--- src/rtl/traffic_pkg.sv ---
// Encodings shared between the traffic light controller and the pedestrian
// signal controller.
package traffic_pkg;

    localparam int unsigned LIGHT_W = 3;
    localparam int unsigned PED_W   = 2;
    localparam int unsigned CNT_W   = 6;

    localparam logic [LIGHT_W-1:0] LIGHT_OFF    = 3'b000;
    localparam logic [LIGHT_W-1:0] LIGHT_RED    = 3'b001;
    localparam logic [LIGHT_W-1:0] LIGHT_YELLOW = 3'b010;
    localparam logic [LIGHT_W-1:0] LIGHT_GREEN  = 3'b100;

    localparam logic [PED_W-1:0] PED_DARK  = 2'd0;
    localparam logic [PED_W-1:0] PED_IDLE  = 2'd1;
    localparam logic [PED_W-1:0] PED_WALK  = 2'd2;
    localparam logic [PED_W-1:0] PED_CLEAR = 2'd3;

    // Only the three one-hot lamp codes count as a live light; anything else is OFF.
    function automatic logic light_active(input logic [LIGHT_W-1:0] light);
        return (light == LIGHT_RED) || (light == LIGHT_YELLOW) || (light == LIGHT_GREEN);
    endfunction

    function automatic logic [CNT_W-1:0] sat_inc(input logic [CNT_W-1:0] value);
        return (value == {CNT_W{1'b1}}) ? value : value + CNT_W'(1);
    endfunction

endpackage

--- src/rtl/ped_btn_debounce.sv ---
// Push-button synchronizer and debouncer; emits one registered press pulse
// per qualified hold.
module ped_btn_debounce #(
    parameter int unsigned DEBOUNCE = 4
) (
    input  logic clk,
    input  logic rst,
    input  logic ped_btn,
    output logic press
);

    localparam int unsigned DB_W = $clog2(DEBOUNCE + 1);

    logic            sync1;
    logic            sync2;
    logic [DB_W-1:0] db_cnt;

    always_ff @(posedge clk) begin
        if (rst) begin
            sync1  <= 1'b0;
            sync2  <= 1'b0;
            db_cnt <= '0;
            press  <= 1'b0;
        end else begin
            sync1 <= ped_btn;
            sync2 <= sync1;
            // Pulse only on the step into DEBOUNCE; saturation blocks repeats.
            press <= sync2 && (db_cnt == DB_W'(DEBOUNCE - 1));
            if (!sync2) begin
                db_cnt <= '0;
            end else if (db_cnt != DB_W'(DEBOUNCE)) begin
                db_cnt <= db_cnt + DB_W'(1);
            end
        end
    end

endmodule

--- src/rtl/ped_signal_ctrl.sv ---
// Pedestrian crossing controller: serves latched requests at the start of RED
// and drives WALK / DON'T WALK lamps plus the clearance countdown.
module ped_signal_ctrl
    import traffic_pkg::*;
#(
    parameter int unsigned WALK_TIME  = 20,
    parameter int unsigned CLEAR_TIME = 8,
    parameter int unsigned DEBOUNCE   = 4,
    parameter int unsigned FLASH_HALF = 2
) (
    input  logic               clk,
    input  logic               rst,
    input  logic [LIGHT_W-1:0] light_state,
    input  logic               ped_btn,
    output logic               walk,
    output logic               dont_walk,
    output logic               ped_pending,
    output logic [CNT_W-1:0]   countdown
);

    logic               press;
    logic               red_rise;
    logic [LIGHT_W-1:0] prev_light;
    logic [PED_W-1:0]   state_q;
    logic [PED_W-1:0]   state_d;
    logic [CNT_W-1:0]   phase_q;
    logic [CNT_W-1:0]   phase_d;
    logic [CNT_W-1:0]   flash_q;
    logic [CNT_W-1:0]   flash_d;
    logic               walk_d;
    logic               dont_walk_d;
    logic               pending_d;
    logic [CNT_W-1:0]   countdown_d;

    ped_btn_debounce #(
        .DEBOUNCE (DEBOUNCE)
    ) u_debounce (
        .clk     (clk),
        .rst     (rst),
        .ped_btn (ped_btn),
        .press   (press)
    );

    assign red_rise = (light_state == LIGHT_RED) && (prev_light != LIGHT_RED);

    always_ff @(posedge clk) begin
        if (rst) begin
            state_q     <= PED_DARK;
            prev_light  <= LIGHT_OFF;
            phase_q     <= '0;
            flash_q     <= '0;
            walk        <= 1'b0;
            dont_walk   <= 1'b0;
            ped_pending <= 1'b0;
            countdown   <= '0;
        end else begin
            state_q     <= state_d;
            prev_light  <= light_state;
            phase_q     <= phase_d;
            flash_q     <= flash_d;
            walk        <= walk_d;
            dont_walk   <= dont_walk_d;
            ped_pending <= pending_d;
            countdown   <= countdown_d;
        end
    end

    // Next state plus next lamp values, so every output leaves a flop.
    always_comb begin
        state_d     = state_q;
        phase_d     = '0;
        flash_d     = '0;
        walk_d      = 1'b0;
        dont_walk_d = 1'b0;
        pending_d   = ped_pending;
        countdown_d = '0;

        if (!light_active(light_state)) begin
            state_d   = PED_DARK;
            pending_d = 1'b0;
        end else begin
            case (state_q)
                PED_DARK: begin
                    state_d     = PED_IDLE;
                    dont_walk_d = 1'b1;
                end
                PED_IDLE: begin
                    if (red_rise && (ped_pending || press)) begin
                        state_d   = PED_WALK;
                        walk_d    = 1'b1;
                        pending_d = 1'b0;
                    end else begin
                        dont_walk_d = 1'b1;
                        if (press) begin
                            pending_d = 1'b1;
                        end
                    end
                end
                PED_WALK: begin
                    if (light_state != LIGHT_RED) begin
                        state_d     = PED_IDLE;
                        dont_walk_d = 1'b1;
                    end else if (phase_q == CNT_W'(WALK_TIME - 1)) begin
                        state_d     = PED_CLEAR;
                        dont_walk_d = 1'b1;
                        countdown_d = CNT_W'(CLEAR_TIME);
                    end else begin
                        walk_d  = 1'b1;
                        phase_d = sat_inc(phase_q);
                    end
                end
                PED_CLEAR: begin
                    if ((light_state != LIGHT_RED) || (phase_q == CNT_W'(CLEAR_TIME - 1))) begin
                        state_d     = PED_IDLE;
                        dont_walk_d = 1'b1;
                    end else begin
                        phase_d     = sat_inc(phase_q);
                        countdown_d = countdown - CNT_W'(1);
                        // Flash divider: hold the lamp FLASH_HALF cycles, then invert.
                        if (flash_q == CNT_W'(FLASH_HALF - 1)) begin
                            dont_walk_d = ~dont_walk;
                        end else begin
                            flash_d     = flash_q + CNT_W'(1);
                            dont_walk_d = dont_walk;
                        end
                    end
                end
                default: begin
                    state_d = PED_DARK;
                end
            endcase
        end
    end

endmodule

--- config.mk ---
export PLATFORM = sky130hd
export DESIGN_NAME = ped_signal_ctrl
export DESIGN_NICKNAME = d
export VERILOG_FILES = /design/src/rtl/traffic_pkg.sv /design/src/rtl/ped_btn_debounce.sv /design/src/rtl/ped_signal_ctrl.sv
export SDC_FILE = /design/constraint.sdc
export NUM_CORES = 1
export LEC_CHECK = 0
export ABC_AREA = 1
export CAP_MARGIN = 20
export CORE_UTILIZATION = 29
export DETAILED_ROUTE_END_ITERATION = 12
export HOLD_SLACK_MARGIN = 0.08
export PLACE_DENSITY = 0.52
export SLEW_MARGIN = 20
export SYNTH_ARGS = -nofsm -noshare
export SYNTH_HDL_FRONTEND = slang
export SYNTH_SLANG_ARGS = --single-unit
--- constraint.sdc ---
create_clock -name clk -period 1.8 [get_ports clk]
set_input_delay 0.27 -clock clk [delete_from_list [all_inputs] [get_ports clk]]
set_output_delay 0.27 -clock clk [all_outputs]
set_load 0.02 [all_outputs]
Word-level counts from Yosys, hierarchy flattened
Index checks and enable logic that the tools add are counted.

Register bits: 32. Output and inout bits: 9. Word-level logic and storage cells: 78. Input bits: 6.

$add $sub $neg: 4. Reduce and logical (&&, ||, !) cells: 14. Bitwise gates (word level): 4. Eq/ne operators: 18. Multiplexer cells: 26.

Operator list (number): $mux 6 (5); $pmux 6 s2 (2); $add 6x1->6 const B (2); $mux 1 (10); $ne 3x3->1 const B (3); $mux 2 (4); $mux 4 (2); $pmux 2 s4 (1); $eq 3x2->1 const B (2); $eq 6x1->1 const B (1); $eq 6x3->1 const B (1); $eq 6x5->1 const B (1); $eq 6x6->1 const B (1); $ne 3x1->1 const B (2); $sub 6x1->6 const B (1); $reduce_or 5->1 (1); $eq 2x2->1 const B (2); $logic_or 1x1->1 (4); $ne 2x2->1 const B (2); $not 1->1 (4); $pmux 1 s4 (1); $reduce_or 2->1 (2); $add 3x1->3 const B (1); $eq 3x1->1 const B (1); other kinds (8) (10).

Depth between registers and ports, before layout
Gate-level depths: netlist (run 1).

Depth in word-level cells: 5. Gate-level depth with buffers: 9. Mapped depth without buffers: 9.

Cells and area by module
A second synthesis (run 1) with hierarchy kept.

Cell total of the unflattened synthesis: 195. Area, all modules: 1492.7 µm².

By module, submodules not included: ped_signal_ctrl (area each 1234.9 µm², sequential area each 520.5 µm², times used 1, cells an instance 162); ped_btn_debounce (area each 257.7 µm², sequential area each 120.1 µm², times used 1, cells an instance 33).

Worst setup path before layout (run 1)
OpenSTA, ideal clock, no wires.

Path type: register to register. Start point: register phase_q[0]. End point: register dont_walk. Library setup time: 115 ps. Period minus slack after synthesis: 1263 ps. Arrival time: 1148 ps. Data required time: 1685 ps. Path buffers: 0. Cell stages (with the launch flop): 10. Slack: 537 ps. Cells stage by stage: dfxtp_1 ha_1 nand2_1 inv_1 nand3_1 nand3_2 inv_2 nand2_1 o21ai_1 nor2_1.

Longest elaborated chain between the ends: 4. Elaborated cells between the ends (all ways): 8. Classes of those cells: eq/ne: 3; mux: 4; reduce/logical: 1.

RTL lines: start: declaration (line ped_signal_ctrl.sv:26) `logic [CNT_W-1:0] phase_q;`; start signal: assignment (line ped_signal_ctrl.sv:59) `phase_q <= phase_d;`; $eq 6x5->1 / $eq 6x3->1 (equally long branches) (line ped_signal_ctrl.sv:103, ped_signal_ctrl.sv:113); $mux 1 / $logic_or 1x1->1 (equally long branches) (line ped_signal_ctrl.sv:103, ped_signal_ctrl.sv:113); $mux 1 (on tied branches) (line ped_signal_ctrl.sv:100, ped_signal_ctrl.sv:113); $pmux 1 s4 (line ped_signal_ctrl.sv:82) `case (state_q)`; end signal: assignment (line ped_signal_ctrl.sv:62) `dont_walk <= dont_walk_d;`; end: declaration (line ped_signal_ctrl.sv:16) `output logic dont_walk,`.

Parallel ways exist; a longest one is shown, timed or not. A chain may end at the register's enable or synchronous reset.

Worst setup path in the final report (run 1)
Start point: register dont_walk. End point: output port dont_walk.

No word-level cell between the ends.

==> results.cfg, run 1 <==
[status]
status = completed

[finish]
fin_area_um2 = 1780
area_growth_pct = 20.0
regArea_um2 = 641
drive_gt1_frac = 0.0878
final_cells = 272
fin_nets = 224
multi_input_area_um2 = 737
num_antenna_cells = 0
fillers = 537

[sta]
fin_crit_sh = 0.859
final-setup-viol-count = 0
slew_headroom = 0.800
post-route-min-period_ns = 1.55
skew_ns = 0.00256
rsz0062_at_grt = false
hold_violations = 0
maxSlewViolCount = 0
tightest_slew_ns = 0.299
fmax_mhz = 646
fin_hold_ws_ns = 0.402
tns_ns = 0

[hold_path]
holdPathEnd = u_debounce.sync2
worst_hold_path.num_cells = 2
hold_start = u_debounce.sync1
hp-class = register to register

[logic_synthesis]
synth_area_leaders = dfxtp_1, ha_1, nor2_1, nand2_1, inv_1
synth-compound-area-share = 0.0802
ys_seq_elements = 32
synthTopCellsByCount = nor2_1, dfxtp_1, nand2_1
syn_inst = 186
post_synth_and_or_nand_nor_area_fraction = 0.258
synth_edf_count = 0
synthAdderAreaFrac = 0.0928
yosysTopAreaCellShare = 0.432
synth_xor_xnor_area_share = 0.0591
muxShareOfSynthArea = 0.00675
yosysSeqAreaShare = 0.432
yosysMostFrequentCell = nor2_1
yosys.area.top_type = dfxtp_1
syn_area_per_cell_um2 = 7.97
syn_nets = 203
synthesis.area_um2 = 1480
synthArstFlopShare = 0
synth_top_family_by_area = simple AND/OR/NAND/NOR gates
netlist-cell-type-count = 26
yosys_warnings = 0
synth-main-ff-cell = dfxtp_1

[placement]
placed_cell_area_um2 = 1710
portBuffers = 14
hpwl_um = 1930
dp_cells = 267
gp_congestion = 0.772

[routing]
antenna_left = 0
dr_wl_met2_um = 1020
wl_met3_um = 123
drtIter0Drc = 35
vias = 1140
drt_drc_violations_left = 0
wl_um = 2520
routed.top_layer = met4
wl_per_cell_um = 9.26
vias_per_cell = 4.19
first_pass_iters = 4
wl_met1_um = 1310

[setup_path]
path_max_fanout = 3
r2r_slack_ns = 0.37
cp_top_family = buffers and inverters
critical_path.startpoint_type = register
r2r_cells = 8
path_buf_inv = 1
cp_data_arrival_time_ns = 1.28
worstSetupPathType = register to output port
crit_slowest_cell = clkdlybuf4s50_1
critPathCaptureType = output port
worstReg2RegEnd = flash_q[5]
regToRegStartpoint = phase_q[0]
slowest_delay_ns = 0.63
path_cells = clkdlybuf4s50_1
worstPathRequired_ns = 1.53

[clocking]
cts_setup_buffers = 0
clk_path_buf_depth = 2
clkLatencyLatePin_ns = 0.28
cts_tree = done
htreeDepth = 2
root_buffer = clkbuf_8
ctsResizeCount = 0
cts_hold_buf = 0
cts.sinks = 32
cts_made_buffers = 5
path_clk_slew_ns = 0.06

[floorplanning]
die_area_um2 = 5400
io_pins = 15
initial_utilization = 0.308
core_area_um2 = 4820
die_x_um = 73.5
die_y_um = 73.5
rows = 25

[global_route]
grt_max_degree = 9
grt_pass1_wl_um = 4410
grt.total_usage = 0.110
antenna_found_initial = 0
grt_pass1_vias = 1044
gr-total-overflow = 0

[power_and_ir_drop]
p_leak_nw = 0.725
power.density_nw_per_um2 = 718
finalPower_w = 0.00128
ir_drop_v = 0.000351

[run]
maxCapViolations = 0
## per-stage QoR
step / utilization / setup slack, ns
floorplan: - / 0.537
global placement: 0.355 / 0.0838
detailed placement: 0.355 / 0.102
CTS: 0.369 / 0.241
global route: 0.369 / 0.173
finish: 0.369 / 0.253
## flip-flops by register name, indices dropped and copies added, names as in the netlist
name,count
ped_pending,1
flash_q,6
prev_light,3
dont_walk,1
walk,1
u_debounce.sync1,1
u_debounce.db_cnt,3
u_debounce.press,1
u_debounce.sync2,1
countdown,6
phase_q,6
state_q,2
## cell families (layout without fill, tap and decap cells)
family,Yosys count,in the layout
and+or+nand+nor,86,86
DFF,32,32
buffers and inverters,28,47
AOI/OAI and AO/OA,18,18
adders and majority gates,11,11
xor gates and xnor gates,10,10
muxes,1,1
## layout make-up
cell class / count / share of cell area
Multi-Input combinational cell: 126 / 0.414
Inverter: 27 / 0.0570
Clock buffer: 5 / 0.0387
Tap cell: 67 / 0.0471
Sequential cell: 32 / 0.360
Timing Repair Buffer: 15 / 0.0830
## worst max-delay path by stage
stage	startpoint	end	slack, ns	depth (start not counted)
floorplan	phase_q[0]	dont_walk	0.54	9
global placement	light_state[0]	state_q[1]	0.08	9
detailed placement	light_state[0]	flash_q[5]	0.10	7
CTS	dont_walk	dont_walk	0.24	1
global route	phase_q[0]	phase_q[3]	0.17	8
finish	dont_walk	dont_walk	0.25	1
## placed cells by master, fill, tap and decap left out
cell type	netlist	routed
a211oi_1	2	2
a21oi_1	8	8
a21oi_4	1	1
buf_4	0	1
clkbuf_8	0	5
clkdlybuf4s50_1	0	14
dfxtp_1	32	32
ha_1	11	11
inv_1	24	24
inv_2	3	3
mux2i_1	1	1
nand2_1	25	25
nand2_2	1	1
nand3_1	12	12
nand3_2	3	3
nand3b_1	2	2
nand4_1	3	3
nor2_1	36	36
nor2_2	2	2
nor3_1	1	1
o211ai_2	1	1
o21a_1	1	1
o21ai_0	2	2
o21ai_1	2	2
o31ai_1	1	1
or2_2	1	1
xnor2_1	5	5
xor2_1	5	5
## metal layers
layer | global-route usage | vias up
li1 | - | 625
met3 | 0.0425 | 6
met4 | 0.0705 | 0
met5 | 0 | -
met2 | 0.170 | 16
met1 | 0.127 | 493
## where the power goes
part           internal (W)  switching, W
sequential         0.000719    0.00000606
clock              0.000248      0.000231
combinational     0.0000315     0.0000408
total              0.000998      0.000278
(Power assumes the default switching activity.)
==> inputs of run 2 (changes only) <==
ABC_AREA = default   (was 1)
GPL_TIMING_DRIVEN = 1   (was default)
==> run 2 against run 1 <==
Compared with the run above: clock skew is 0.00073 ns higher; power is 6.2% higher; flip-flop and latch count stayed put; clock power is 17% higher; critical endpoint is now state_q[1].
==> results.cfg, run 2 <==
[logic_synthesis]
netlist-cell-type-count = 37
yosys_warnings = 0
synthAdderAreaFrac = 0.0923
synth-main-ff-cell = dfxtp_1
yosysSeqAreaShare = 0.430
synthTopCellsByCount = dfxtp_1, nor2_1, ha_1, inv_1, nand2_1
syn_nets = 175
ys_seq_elements = 32
yosysMostFrequentCell = dfxtp_1
synthArstFlopShare = 0
syn_area_per_cell_um2 = 9.44
synth-compound-area-share = 0.122
yosys.area.top_type = dfxtp_1
muxShareOfSynthArea = 0.0268
synth_edf_count = 0
synth_top_family_by_area = simple AND/OR/NAND/NOR gates
synth_area_leaders = dfxtp_1, ha_1, nor2_1, xnor2_1, inv_1
yosysTopAreaCellShare = 0.430
synth_xor_xnor_area_share = 0.0705
syn_inst = 158
post_synth_and_or_nand_nor_area_fraction = 0.232
synthesis.area_um2 = 1490

[setup_path]
cp_data_arrival_time_ns = 1.85
r2r_slack_ns = 0.15
worstSetupPathType = primary input to register
path_buf_inv = 1
crit_path_start = light_state[0]
critical_path.startpoint_type = primary input
cpMostUsedCell = o31ai_1
worstPathRequired_ns = 1.97
critPathCaptureType = register
worstReg2RegEnd = state_q[0]
cp_top_family = compound AO/OA/AOI/OAI gates
slowest_delay_ns = 0.53
crit_path_end = state_q[1]
path_max_fanout = 5
path_cells = clkdlybuf4s50_1, or3b_1, o31ai_1, a311o_1, o31ai_1
r2r_cells = 6
cp.depth = 5
regToRegStartpoint = phase_q[0]
crit_slowest_cell = clkdlybuf4s50_1

[routing]
wl_per_cell_um = 11.6
vias = 1176
antenna_left = 0
drtIter0Drc = 47
wl_um = 2940
first_pass_iters = 4
vias_per_cell = 4.65
drt_drc_violations_left = 0

[floorplanning]
initial_utilization = 0.308
die_y_um = 73.7
die_x_um = 73.7
die_area_um2 = 5430
core_area_um2 = 4850
io_pins = 15
rows = 25

[sta]
post-route-min-period_ns = 1.68
fmax_mhz = 597
fin_hold_ws_ns = 0.443
final-setup-viol-count = 0
rsz0062_at_grt = false
fin_crit_sh = 0.931
tightest_slew_ns = 0.410
skew_ns = 0.00329
hold_violations = 0
final.setup.worst_slack_ns = 0.124
maxSlewViolCount = 0
slew_headroom = 0.726

[finish]
final_common_cell = dfxtp_1
final_cell_mix = dfxtp_1, nor2_1, clkdlybuf4s50_1
drive_gt1_frac = 0.108
area_growth_pct = 24.1
final_core_util = 0.382
final_cells = 253
reg_top3 = countdown x6, flash_q x6, phase_q x6
fin_nets = 202
num_antenna_cells = 0

[placement]
gp_congestion = 0.875
hpwl_um = 2290
pre_cts_ws_ns = -0.162
portBuffers = 14
dp_cells = 245

[power_and_ir_drop]
p_leak_nw = 0.694
finalPower_w = 0.00136
ir_drop_v = 0.000434
power.density_nw_per_um2 = 733

[global_route]
grt_pass1_wl_um = 5110
grt_pass1_vias = 1180
gr-total-overflow = 0
antenna_found_initial = 0
grt_max_degree = 10
grt.total_usage = 0.126

[clocking]
cts_tree = done
cts_made_buffers = 5
path_clk_slew_ns = 0.06
cts_setup_buffers = 0
cts.sinks = 32
cts_hold_buf = 0
htreeDepth = 2
ctsResizeCount = 0
clkLatencyLatePin_ns = 0.28
clk_path_buf_depth = 2
root_buffer = clkbuf_8

[run]
maxCapViolations = 0

[status]
status = completed

[hold_path]
hp-class = register to register
run 2: stage by stage:
step | cell area [um^2] | setup TNS (ns)
finish | 1850 | 0
global route | 1850 | 0
CTS | 1850 | 0
detailed placement | 1760 | -0.516
global placement | 1760 | -0.205
floorplan | 1490 | 0
run 2: cells by family after synthesis:
group	Yosys count
XOR/XNOR	12
AND/OR/NAND/NOR	66
adder cells (fa/ha/maj)	11
flip-flops	32
AO/OA/AOI/OAI	22
multiplexers	4
buffers and inverters	11
run 2: area by class of cell:
type	count	area [um^2]
flip-flops and latches	32	641
inverters	11	41.3
fillers	501	3000
well taps	67	83.8
multi-input cells	115	810
repair buffers	20	185
clock buffers	8	90.1
run 2: routing by layer:
metal,part of all wire,wire [um],track usage
met1,0.45,1330,0.132
met2,0.49,1450,0.228
met3,0.038,112,0.0384
met4,0.017,50,0.0620
met5,0,0,0
run 2: worst min-delay path by stage:
stage	from	to	slack [ns]	cells after the start
finish	u_debounce.sync1	u_debounce.sync2	0.44	1
global route	u_debounce.sync1	u_debounce.sync2	0.47	1
CTS	u_debounce.sync1	u_debounce.sync2	0.45	1
detailed placement	u_debounce.sync1	u_debounce.sync2	0.43	1
global placement	u_debounce.sync1	u_debounce.sync2	0.43	1
floorplan	rst	prev_light[1]	0.34	1
run 2: where the power goes:
part,leakage [nW],internal [W],switching (W),total (W)
clock,0.0455,0.000311,0.000248,0.000560
combinational,0.389,0.0000375,0.0000361,0.0000737
sequential,0.259,0.000718,0.00000455,0.000723
